[src/rtl/bht_controller_pkg.sv]
// Shared types and constants for the branch history table controller:
// FSM states, counter/index widths, counter encodings and the update-queue entry.
package bht_controller_pkg;

    localparam int unsigned CNT_W     = 2;
    localparam int unsigned IDX_W     = 4;
    localparam int unsigned N_ENTRIES = 16;

    localparam logic [CNT_W-1:0] SNT = 2'b00;
    localparam logic [CNT_W-1:0] WNT = 2'b01;
    localparam logic [CNT_W-1:0] WT  = 2'b10;
    localparam logic [CNT_W-1:0] ST  = 2'b11;

    typedef enum logic [1:0] {
        S_IDLE   = 2'd0,
        S_RMW_RD = 2'd1,
        S_RMW_WR = 2'd2
    } bht_state_e;

    typedef struct packed {
        logic [IDX_W-1:0] idx;
        logic             taken;
    } uq_entry_t;

    // Two-bit saturating counter step toward the resolved direction.
    function automatic logic [CNT_W-1:0] sat_update(input logic [CNT_W-1:0] cnt,
                                                    input logic             taken);
        logic [CNT_W-1:0] nxt;
        nxt = cnt;
        unique case (cnt)
            SNT: nxt = taken ? WNT : SNT;
            WNT: nxt = taken ? WT  : SNT;
            WT:  nxt = taken ? ST  : WNT;
            ST:  nxt = taken ? ST  : WT;
            default: nxt = cnt;
        endcase
        return nxt;
    endfunction

endpackage

[src/rtl/bht_controller_uq.sv]
// Update queue: DEPTH-entry FIFO of (idx, taken) with registered full/empty flags,
// so upd_ready never depends combinationally on the dequeue.
module bht_controller_uq
    import bht_controller_pkg::*;
#(
    parameter int unsigned DEPTH = 2
) (
    input  logic      clk_i,
    input  logic      rst_i,
    input  logic      push_i,
    input  uq_entry_t din_i,
    input  logic      pop_i,
    output uq_entry_t head_o,
    output logic      full_o,
    output logic      empty_o
);

    localparam int unsigned PW = $clog2(DEPTH);
    localparam int unsigned CW = PW + 1;

    uq_entry_t       mem_q [DEPTH];
    logic [PW-1:0]   wr_ptr_q;
    logic [PW-1:0]   rd_ptr_q;
    logic [CW-1:0]   cnt_q;
    logic [CW-1:0]   cnt_d;
    logic            full_q;
    logic            empty_q;
    logic            do_push;
    logic            do_pop;

    assign do_push = push_i && !full_q;
    assign do_pop  = pop_i && !empty_q;

    always_comb begin
        cnt_d = cnt_q;
        unique case ({do_push, do_pop})
            2'b10:   cnt_d = cnt_q + CW'(1);
            2'b01:   cnt_d = cnt_q - CW'(1);
            default: cnt_d = cnt_q;
        endcase
    end

    // Pointers wrap naturally: DEPTH is a power of two.
    always_ff @(posedge clk_i) begin
        if (rst_i) begin
            wr_ptr_q <= '0;
            rd_ptr_q <= '0;
            cnt_q    <= '0;
            full_q   <= 1'b0;
            empty_q  <= 1'b1;
        end else begin
            if (do_push) wr_ptr_q <= wr_ptr_q + PW'(1);
            if (do_pop)  rd_ptr_q <= rd_ptr_q + PW'(1);
            cnt_q   <= cnt_d;
            full_q  <= (cnt_d == CW'(DEPTH));
            empty_q <= (cnt_d == '0);
        end
    end

    always_ff @(posedge clk_i) begin
        if (do_push) mem_q[wr_ptr_q] <= din_i;
    end

    assign head_o  = mem_q[rd_ptr_q];
    assign full_o  = full_q;
    assign empty_o = empty_q;

endmodule

[src/rtl/decoder_four_sixteen.sv]
// 4-to-16 one-hot decoder with enable; drives the counter-table write strobes.
module decoder_four_sixteen (
    input  logic [3:0]  in_i,
    input  logic        en_i,
    output logic [15:0] out_o
);

    always_comb begin
        out_o = '0;
        if (en_i) out_o[in_i] = 1'b1;
    end

endmodule

[src/rtl/bht_controller.sv]
// Branch history table: 16 two-bit counters, single-cycle predictions and
// queued read-modify-write updates. Define BHT_STATS_EN to add update/mispredict counters.
module bht_controller
    import bht_controller_pkg::*;
#(
    parameter logic [CNT_W-1:0] INIT_STATE = WNT,
    parameter int unsigned      UQ_DEPTH   = 2,
    parameter int unsigned      STARVE_MAX = 8
) (
    input  logic             clk_i,
    input  logic             rst_i,
    input  logic             pred_valid_i,
    input  logic [IDX_W-1:0] pred_idx_i,
    output logic             pred_ready_o,
    output logic             pred_rsp_valid_o,
    output logic             pred_taken_o,
    input  logic             upd_valid_i,
    input  logic [IDX_W-1:0] upd_idx_i,
    input  logic             upd_taken_i,
    output logic             upd_ready_o,
    output logic             idle_o
`ifdef BHT_STATS_EN
    ,
    output logic [15:0]      stat_upd_cnt_o,
    output logic [15:0]      stat_mispred_cnt_o
`endif
);

    localparam int unsigned SW = $clog2(STARVE_MAX + 1);

    bht_state_e           state_q;
    bht_state_e           state_d;
    logic                 go_rmw;
    logic [SW-1:0]        starve_q;
    logic                 pred_ready_q;
    logic                 rsp_valid_q;
    logic                 taken_q;
    logic [CNT_W-1:0]     rmw_cnt_q;
    logic [CNT_W-1:0]     new_cnt;
    logic [CNT_W-1:0]     table_q [N_ENTRIES];
    logic [N_ENTRIES-1:0] wr_en;
    logic                 pred_acc;
    uq_entry_t            uq_din;
    uq_entry_t            uq_head;
    logic                 uq_full;
    logic                 uq_empty;
    logic                 uq_pop;

    assign uq_din = '{idx: upd_idx_i, taken: upd_taken_i};
    assign uq_pop = (state_q == S_RMW_WR);

    bht_controller_uq #(.DEPTH(UQ_DEPTH)) u_uq (
        .clk_i   (clk_i),
        .rst_i   (rst_i),
        .push_i  (upd_valid_i),
        .din_i   (uq_din),
        .pop_i   (uq_pop),
        .head_o  (uq_head),
        .full_o  (uq_full),
        .empty_o (uq_empty)
    );

    decoder_four_sixteen u_dec (
        .in_i  (uq_head.idx),
        .en_i  (state_q == S_RMW_WR),
        .out_o (wr_en)
    );

    assign pred_acc = pred_valid_i && pred_ready_q;
    assign new_cnt  = sat_update(rmw_cnt_q, uq_head.taken);

    // Predictions win in IDLE until the queue fills or the head has waited STARVE_MAX cycles.
    always_comb begin
        state_d = state_q;
        go_rmw  = 1'b0;
        unique case (state_q)
            S_IDLE: begin
                if (!uq_empty && (!pred_valid_i || uq_full || starve_q == SW'(STARVE_MAX))) begin
                    go_rmw  = 1'b1;
                    state_d = S_RMW_RD;
                end
            end
            S_RMW_RD: state_d = S_RMW_WR;
            S_RMW_WR: state_d = S_IDLE;
            default:  state_d = S_IDLE;
        endcase
    end

    always_ff @(posedge clk_i) begin
        if (rst_i) begin
            state_q      <= S_IDLE;
            starve_q     <= '0;
            pred_ready_q <= 1'b1;
            rsp_valid_q  <= 1'b0;
            taken_q      <= 1'b0;
            rmw_cnt_q    <= SNT;
        end else begin
            state_q      <= state_d;
            pred_ready_q <= (state_d == S_IDLE);
            rsp_valid_q  <= pred_acc;
            if (pred_acc) taken_q <= table_q[pred_idx_i][1];
            if (go_rmw) begin
                starve_q <= '0;
            end else if (!uq_empty && pred_acc && starve_q != SW'(STARVE_MAX)) begin
                starve_q <= starve_q + SW'(1);
            end
            if (state_q == S_RMW_RD) rmw_cnt_q <= table_q[uq_head.idx];
        end
    end

    // Reset has priority, so an update caught mid-RMW is dropped without a write.
    for (genvar g = 0; g < N_ENTRIES; g++) begin : g_tbl
        always_ff @(posedge clk_i) begin
            if (rst_i)         table_q[g] <= INIT_STATE;
            else if (wr_en[g]) table_q[g] <= new_cnt;
        end
    end

`ifdef BHT_STATS_EN
    logic [15:0] stat_upd_q;
    logic [15:0] stat_mis_q;

    always_ff @(posedge clk_i) begin
        if (rst_i) begin
            stat_upd_q <= '0;
            stat_mis_q <= '0;
        end else if (state_q == S_RMW_WR) begin
            stat_upd_q <= stat_upd_q + 16'(1);
            if (uq_head.taken != rmw_cnt_q[1]) stat_mis_q <= stat_mis_q + 16'(1);
        end
    end

    assign stat_upd_cnt_o     = stat_upd_q;
    assign stat_mispred_cnt_o = stat_mis_q;
`endif

    assign pred_ready_o     = pred_ready_q;
    assign pred_rsp_valid_o = rsp_valid_q;
    assign pred_taken_o     = taken_q;
    assign upd_ready_o      = !uq_full;
    assign idle_o           = pred_ready_q && uq_empty;

endmodule

[config.mk]
export PLATFORM = sky130hd
export DESIGN_NAME = bht_controller
export DESIGN_NICKNAME = d
export VERILOG_FILES = /design/src/rtl/bht_controller_pkg.sv /design/src/rtl/bht_controller_uq.sv /design/src/rtl/decoder_four_sixteen.sv /design/src/rtl/bht_controller.sv
export SDC_FILE = /design/constraint.sdc
export NUM_CORES = 1
export LEC_CHECK = 0
export ABC_AREA = 1
export CAP_MARGIN = 20
export CORE_ASPECT_RATIO = 0.9
export CORE_MARGIN = 2
export CORE_UTILIZATION = 47
export CTS_CLUSTER_SIZE = 28
export DETAILED_ROUTE_END_ITERATION = 16
export PLACE_DENSITY = 0.68
export SLEW_MARGIN = 20
export SYNTH_ARGS = -nofsm -noshare
export SYNTH_HDL_FRONTEND = slang
export SYNTH_SLANG_ARGS = --single-unit
[constraint.sdc]
create_clock -name clk_i -period 3.2 [get_ports clk_i]
set_input_delay 0.48 -clock clk_i [delete_from_list [all_inputs] [get_ports clk_i]]
set_output_delay 0.48 -clock clk_i [all_outputs]
set_load 0.01 [all_outputs]
======== Yosys cells after proc, flatten, opt, wreduce, memory -nomap -nowiden ========
Memories as Yosys holds them, arrays and structs flattened. A register that Yosys moved wholly into a read port is not among the register bits.
Cells that the tools add are included.
W data, S select, Z words.
cells by class
  reductions and logical operators ........ 18
  add/sub/neg operators ................... 5
  bitwise gates (word level) .............. 16
  multiplexer cells ....................... 83
  eq/ne operators ......................... 10
  magnitude comparators ................... 2
operators with widths
  operator               number
  $mux W1                59
  $mux W2                19
  $mux W16               1
  $or A1 B1 Y1           16
  $eq A2 B2 Y1 const B   5
  $logic_and A1 B1 Y1    8
  $logic_not A2 Y1       4
  $pmux W2 S2            2
  $pmux W2 S4            1
  $eq A2 B1 Y1 const B   3
  $lt A4 B5 Y1 const B   1
  $add A4 B1 Y4 const B  1
  $demux W1 S4           1
  $eq A4 B4 Y1 const B   1
  $ge A4 B1 Y1 const B   1
  $ne A4 B4 Y1 const B   1
  $logic_not A1 Y1       3
  $add A1 B1 Y1 const B  2
  $add A2 B1 Y2 const B  1
  $logic_or A1 B1 Y1     2
  $reduce_or A2 Y1       1
  $sub A2 B1 Y2 const B  1
word-level totals
  memories kept ........................... 2
  register bits after elaboration ......... 14
  memory bits (writable) .................. 42
  input port bits ......................... 13
  output and inout bits ................... 5
memories
  name        depth  bits a word  rd ports  clocked after Yosys merged registers in  write ports  RTL line                 RTL
  table_q     16     2            2         2                                        16           bht_controller.sv:40     logic [CNT_W-1:0] table_q [N_ENTRIES];
  u_uq.mem_q  2      5            1         1                                        1            bht_controller_uq.sv:21  uq_entry_t mem_q [DEPTH];

======== Depth between registers and ports, before layout ========
  word-level depth ........................ 9
  depth in mapped cells ................... 13
  gate-level depth less buffers ........... 12

======== Modules after synthesis ========
Synthesis repeated with hierarchy kept, for this count alone.
second synthesis, totals
  cells, all modules ...................... 371
  area, all modules ....................... 3106.7 um^2
by module, submodules not included
  module                cells an instance  area each (um^2)  times used
  bht_controller        286                2323.5            1
  bht_controller_uq     53                 656.9             1
  decoder_four_sixteen  32                 126.4             1

======== Least setup slack after synthesis ========
No wires, ideal clock.
  path type ............................... register to register
  from .................................... register state_q[1]
  to ...................................... register u_uq.empty_q (netlist: u_uq.empty_o)
  arrival ................................. 1667 ps
  period minus slack after synthesis ...... 1782 ps
  required time ........................... 3084 ps
  setup slack ............................. 1418 ps
  cell stages (with the launch flop) ...... 11
  buffers on the path ..................... 0
  path through ............................ dfxtp_1 inv_1 nor2_1 inv_2 nor2_1 ha_1 nor3_1 or2_2 nand3_1 o21ai_0 inv_1
on the way
  cells in the longest elaborated chain, start to end .. 5
  elaborated cells on any way between the ends .. 6
  those cells by class .................... eq/ne (3); mux (1); reduce/logical (2)
RTL lines
  what                                          RTL line                 RTL
  start, declared                               bht_controller.sv:31     bht_state_e state_q;
  start signal, assigned                        bht_controller.sv:98     state_q <= state_d;
  $eq A2 B2 Y1 *                                bht_controller.sv:50     assign uq_pop = (state_q == S_RMW_WR);
  $logic_and A1 B1 Y1 *                         bht_controller_uq.sv:32  assign do_pop = pop_i && !empty_q;
  named net u_uq.do_pop                         bht_controller_uq.sv:29  logic do_pop;
  $eq A2 B1 Y1 or $eq A2 B2 Y1 (tied branches)  bht_controller_uq.sv:36  unique case ({do_push, do_pop})
  $pmux W2 S2 *                                 bht_controller_uq.sv:36
  $logic_not A2 Y1 *                            bht_controller_uq.sv:56  empty_q <= (cnt_d == '0);
  end signal, assigned                          bht_controller_uq.sv:56
  end, declared                                 bht_controller_uq.sv:27  logic empty_q;
Mark *: on every way through the listed nets, which the timed path passes. The rest lies on a longest branch.
A chain may end at the register's enable or synchronous reset.

==> impl_table.tex <==
\begin{tabular}{lr}
\hline
Metric & Value \\
\hline
\multicolumn{2}{l}{\textbf{Clocking}} \\
\quad Maximum buffer depth of the clock tree & 2 \\
\quad Skew-Pair Late Insertion Delay & 0.34 ns \\
\quad H-tree Lvls & 3 \\
\quad Cts bufs inserted & 9 \\
\quad Clock transition at the register clock pins on the worst setup and hold paths after CTS & 0.07 ns \\
\quad Post-CTS resize count & 0 \\
\quad Cell at the root of the clock tree & clkbuf\_8 \\
\quad Hold buffer count at cts & 0 \\
\quad Buffers inserted during post-CTS setup optimization & 0 \\
\quad Clk sink count & 60 \\
\quad CTS tree & built \\
\multicolumn{2}{l}{\textbf{Place}} \\
\quad Final HPWL DP & 5032 um \\
\quad Worst setup timing slack at the placement stage & $\sim$1 ns \\
\quad Count of input and output buffers & 17 \\
\quad GP Congestion & 0.8465 \\
\quad Placed inst area & 3382 um\^{}2 \\
\multicolumn{2}{l}{\textbf{Power}} \\
\quad PnR Total Power & 1.777 mW \\
\quad Static power due to leakage & between 1 and 1.5 nW \\
\quad Maximum vdd drop & 0.2978 mV \\
\quad Power per unit of standard cell area & 499.9 nW/um\^{}2 \\
\multicolumn{2}{l}{\textbf{Setup path}} \\
\quad Crit path required time & 3.21 ns \\
\quad Last element of the critical path & table\_q[3][0]\$\_SDFFCE\_PN1P\_ \\
\quad Flop2flop setup slack & 1.0 ns \\
\quad Register-to-Register Path Depth & 6 \\
\quad Reg2reg end & table\_q[3][0]\$\_SDFFCE\_PN1P\_ \\
\quad CP Capture Type & register \\
\quad Worst Path Class, Setup & reg -> reg \\
\quad Largest fanout on the critical path & 11 \\
\quad Critical Path Source Type & register \\
\quad Worst Path Arrival & 2.22 ns \\
\multicolumn{2}{l}{\textbf{Route}} \\
\quad Routed length on met2 & approximately 3300 um \\
\quad Routed vias/inst & 5.286 \\
\quad Top Metal Used & met4 \\
\quad WL/cell & 14.59 um \\
\quad Post-DRT Antenna Nets & 0 \\
\quad DRC violation count after routing & 0 \\
\quad Wire length reported by the detailed router & 6888 um \\
\quad DRT Pass-1 Iters & 4 \\
\quad Via count & 2495 \\
\quad Drt first-iter violations & 211 \\
\quad Wire length the detailed router placed on met1 & 3018 um \\
\quad Met3 routed WL & slightly below 500 um \\
\multicolumn{2}{l}{\textbf{Yosys}} \\
\quad Fraction of registers with async set or reset after synthesis & 0 \\
\quad Number of enable-type register cells in the synthesized netlist & between 40 and 50 \\
\quad Number of distinct standard cells referenced by the synthesized netlist & 37 \\
\quad Syn nets & 375 \\
\quad Synth warn & 0 \\
\quad Syn Area/Cell & 8.793 um\^{}2 \\
\quad Register area share after synthesis & 0.5137 \\
\quad Post-synthesis instance area & 3157 um\^{}2 \\
\quad Number of cells produced by synthesis & about 360 \\
\quad Prevailing post-synth register cell & edfxtp\_1 \\
\quad Number of storage elements in the synthesis netlist & 60 \\
\multicolumn{2}{l}{\textbf{Global route}} \\
\quad Vias in the first global route & between 2000 and 2500 \\
\quad Gr ovfl total & 0 \\
\quad Wire length of the first global-routing pass & 11620 um \\
\quad Pin count of the biggest net entering global routing & 37 \\
\quad Gr usage total & 0.2041 \\
\quad Initial antenna violation count & 0 \\
\multicolumn{2}{l}{\textbf{Flow run}} \\
\quad Maximum capacitance violations & 0 \\
\multicolumn{2}{l}{\textbf{Floorplan}} \\
\quad Die outline width & 90.39 um \\
\quad Total die area & 7389 um\^{}2 \\
\quad Effective utilization at floorplan & 0.4819 \\
\quad Number of rows created at floorplan & 28 \\
\quad \# IOs & 18 \\
\quad Core area & 6551 um\^{}2 \\
\quad Die outline height & 81.75 um \\
\multicolumn{2}{l}{\textbf{Layout}} \\
\quad Leading cell type in the layout, fill and taps excluded & nand2\_1 \\
\quad Fin nets & around 400 \\
\quad Fraction of final layout cells with drive strength greater than 1 & 0.1230 \\
\quad Count of antenna diodes in the layout & 0 \\
\quad Layout overhead on the synthesized area & 12.60\% \\
\quad Commonest cells after routing, fill and taps aside & nand2\_1 (102), edfxtp\_1 (42), nand3\_1 (32) \\
\quad Post-route cell area & 3555 um\^{}2 \\
\multicolumn{2}{l}{\textbf{STA}} \\
\quad Final setup slack of the worst path & 0.9976 ns \\
\quad Final Hold Fails & 0 \\
\quad RSZ-0062 raised after global routing & no \\
\quad Worst-case clock skew & 0.007997 ns \\
\quad Slew at the pin closest to its max-slew limit & 0.9452 ns \\
\quad Slew HR & 0.3699 \\
\quad Final period util & 0.6882 \\
\quad Final-report setup violation count & 0 \\
\quad Total Neg Setup Slack & 0 ns \\
\quad Fmax & 454.1 MHz \\
\quad Shortest clock period the worst path allows after layout & 2.202 ns \\
\quad Final slew viol count & 0 \\
\multicolumn{2}{l}{\textbf{Worst hold path}} \\
\quad Min-Delay Path Class & reg -> reg \\
\multicolumn{2}{l}{\textbf{Run status}} \\
\quad Status & complete, no violations \\
\hline
\end{tabular}
registers in the layout, indices dropped and copies added (netlist names), named ones only:
register and flops:
u_uq.empty_o 1, table_q 32, pred_taken_o 1, pred_ready_o 1, u_uq.wr_ptr_q 1, pred_rsp_valid_o 1, u_uq.mem_q 10, u_uq.rd_ptr_q 1
state_q 2, u_uq.cnt_q 2, starve_q 4, rmw_cnt_q 2, u_uq.full_o 1
worst min path at each step:
stage               slack [ns]                  start                    end  cells past startpoint
floorplan                 0.44  state_q[1]$_SDFF_PP0_  state_q[1]$_SDFF_PP0_                      1
global placement          0.45  state_q[1]$_SDFF_PP0_  state_q[1]$_SDFF_PP0_                      1
detailed placement        0.47  state_q[1]$_SDFF_PP0_  state_q[1]$_SDFF_PP0_                      1
CTS                       0.48  state_q[1]$_SDFF_PP0_  state_q[1]$_SDFF_PP0_                      1
global route              0.53  state_q[1]$_SDFF_PP0_  state_q[1]$_SDFF_PP0_                      1
finish                    0.48  state_q[1]$_SDFF_PP0_  state_q[1]$_SDFF_PP0_                      1
through the flow:
step / hold slack [ns] / cells / utilization
4_1_cts: 0.4785 / 472 / 0.5426
3_3_place_gp: 0.4488 / 456 / 0.5162
2_1_floorplan: 0.4357 / 359 / -
5_1_grt: 0.5251 / 472 / 0.5426
6_report: 0.4757 / 472 / 0.5426
3_5_place_dp: 0.4693 / 456 / 0.5162
final cells by class:
cell class                      count  area, um^2
Fill cell                         642        2997
Sequential cell                    60        1622
Multi-Input combinational cell    251        1314
Timing Repair Buffer               19       185.2
Clock buffer                       14       162.7
Inverter                           36       148.9
Tap cell                           90       112.6
Clock inverter                      2       10.01
power by group:
part	internal, mW	switching (mW)	leakage (nW)
Sequential	0.867	0.0249	0.514
Combinational	0.0958	0.187	0.785
Clock	0.321	0.282	0.0905
routing by layer:
layer / GRT usage / up-vias
li1: - / 1257
met1: 0.2630 / 1155
met2: 0.3383 / 75
met3: 0.06422 / 8
met4: 0.05538 / 0
met5: 0 / -
synthesized netlist by cell type, types with 2 or more instances:
library cell  count  area, um^2
nor2_4            3       33.78
ha_1              3       37.54
inv_1            30       112.6
o21ai_0          19       95.09
dfxtp_1          18       360.4
nand3_1          32       160.2
inv_2             2       7.510
a21oi_1           6       30.03
nand4_1          17       106.4
nor2_1           23       86.33
a21oi_2           2       17.52
xnor2_1           2       17.52
nor4_1           12       75.07
nor3_2            4       40.04
buf_6             3       33.78
nand2_2           6       37.54
edfxtp_1         42        1261
clkbuf_1          7       26.28
nand2_4           6       67.56
nor3_1            3       15.01
o21a_1            2       15.01
nand2_1         102       382.9
cells by family after synthesis:
group / after synthesis / share of synthesized area
AND/OR/NAND/NOR: 213 / 0.3365
flip-flops: 60 / 0.5137
buffers and inverters: 48 / 0.07015
AO/OA/AOI/OAI: 33 / 0.06223
adder cells (fa/ha/maj): 3 / 0.01189
XOR/XNOR: 2 / 0.005550
worst max-delay path, stage by stage (launching register included):
cell and delay [ns]:
dfxtp_1 0.64, nand2_1 0.14, nand2_2 0.27, inv_2 0.17, nor2_1 0.12, nand2_1 0.18, o21ai_0 0.34
(Power assumes the default switching activity.)
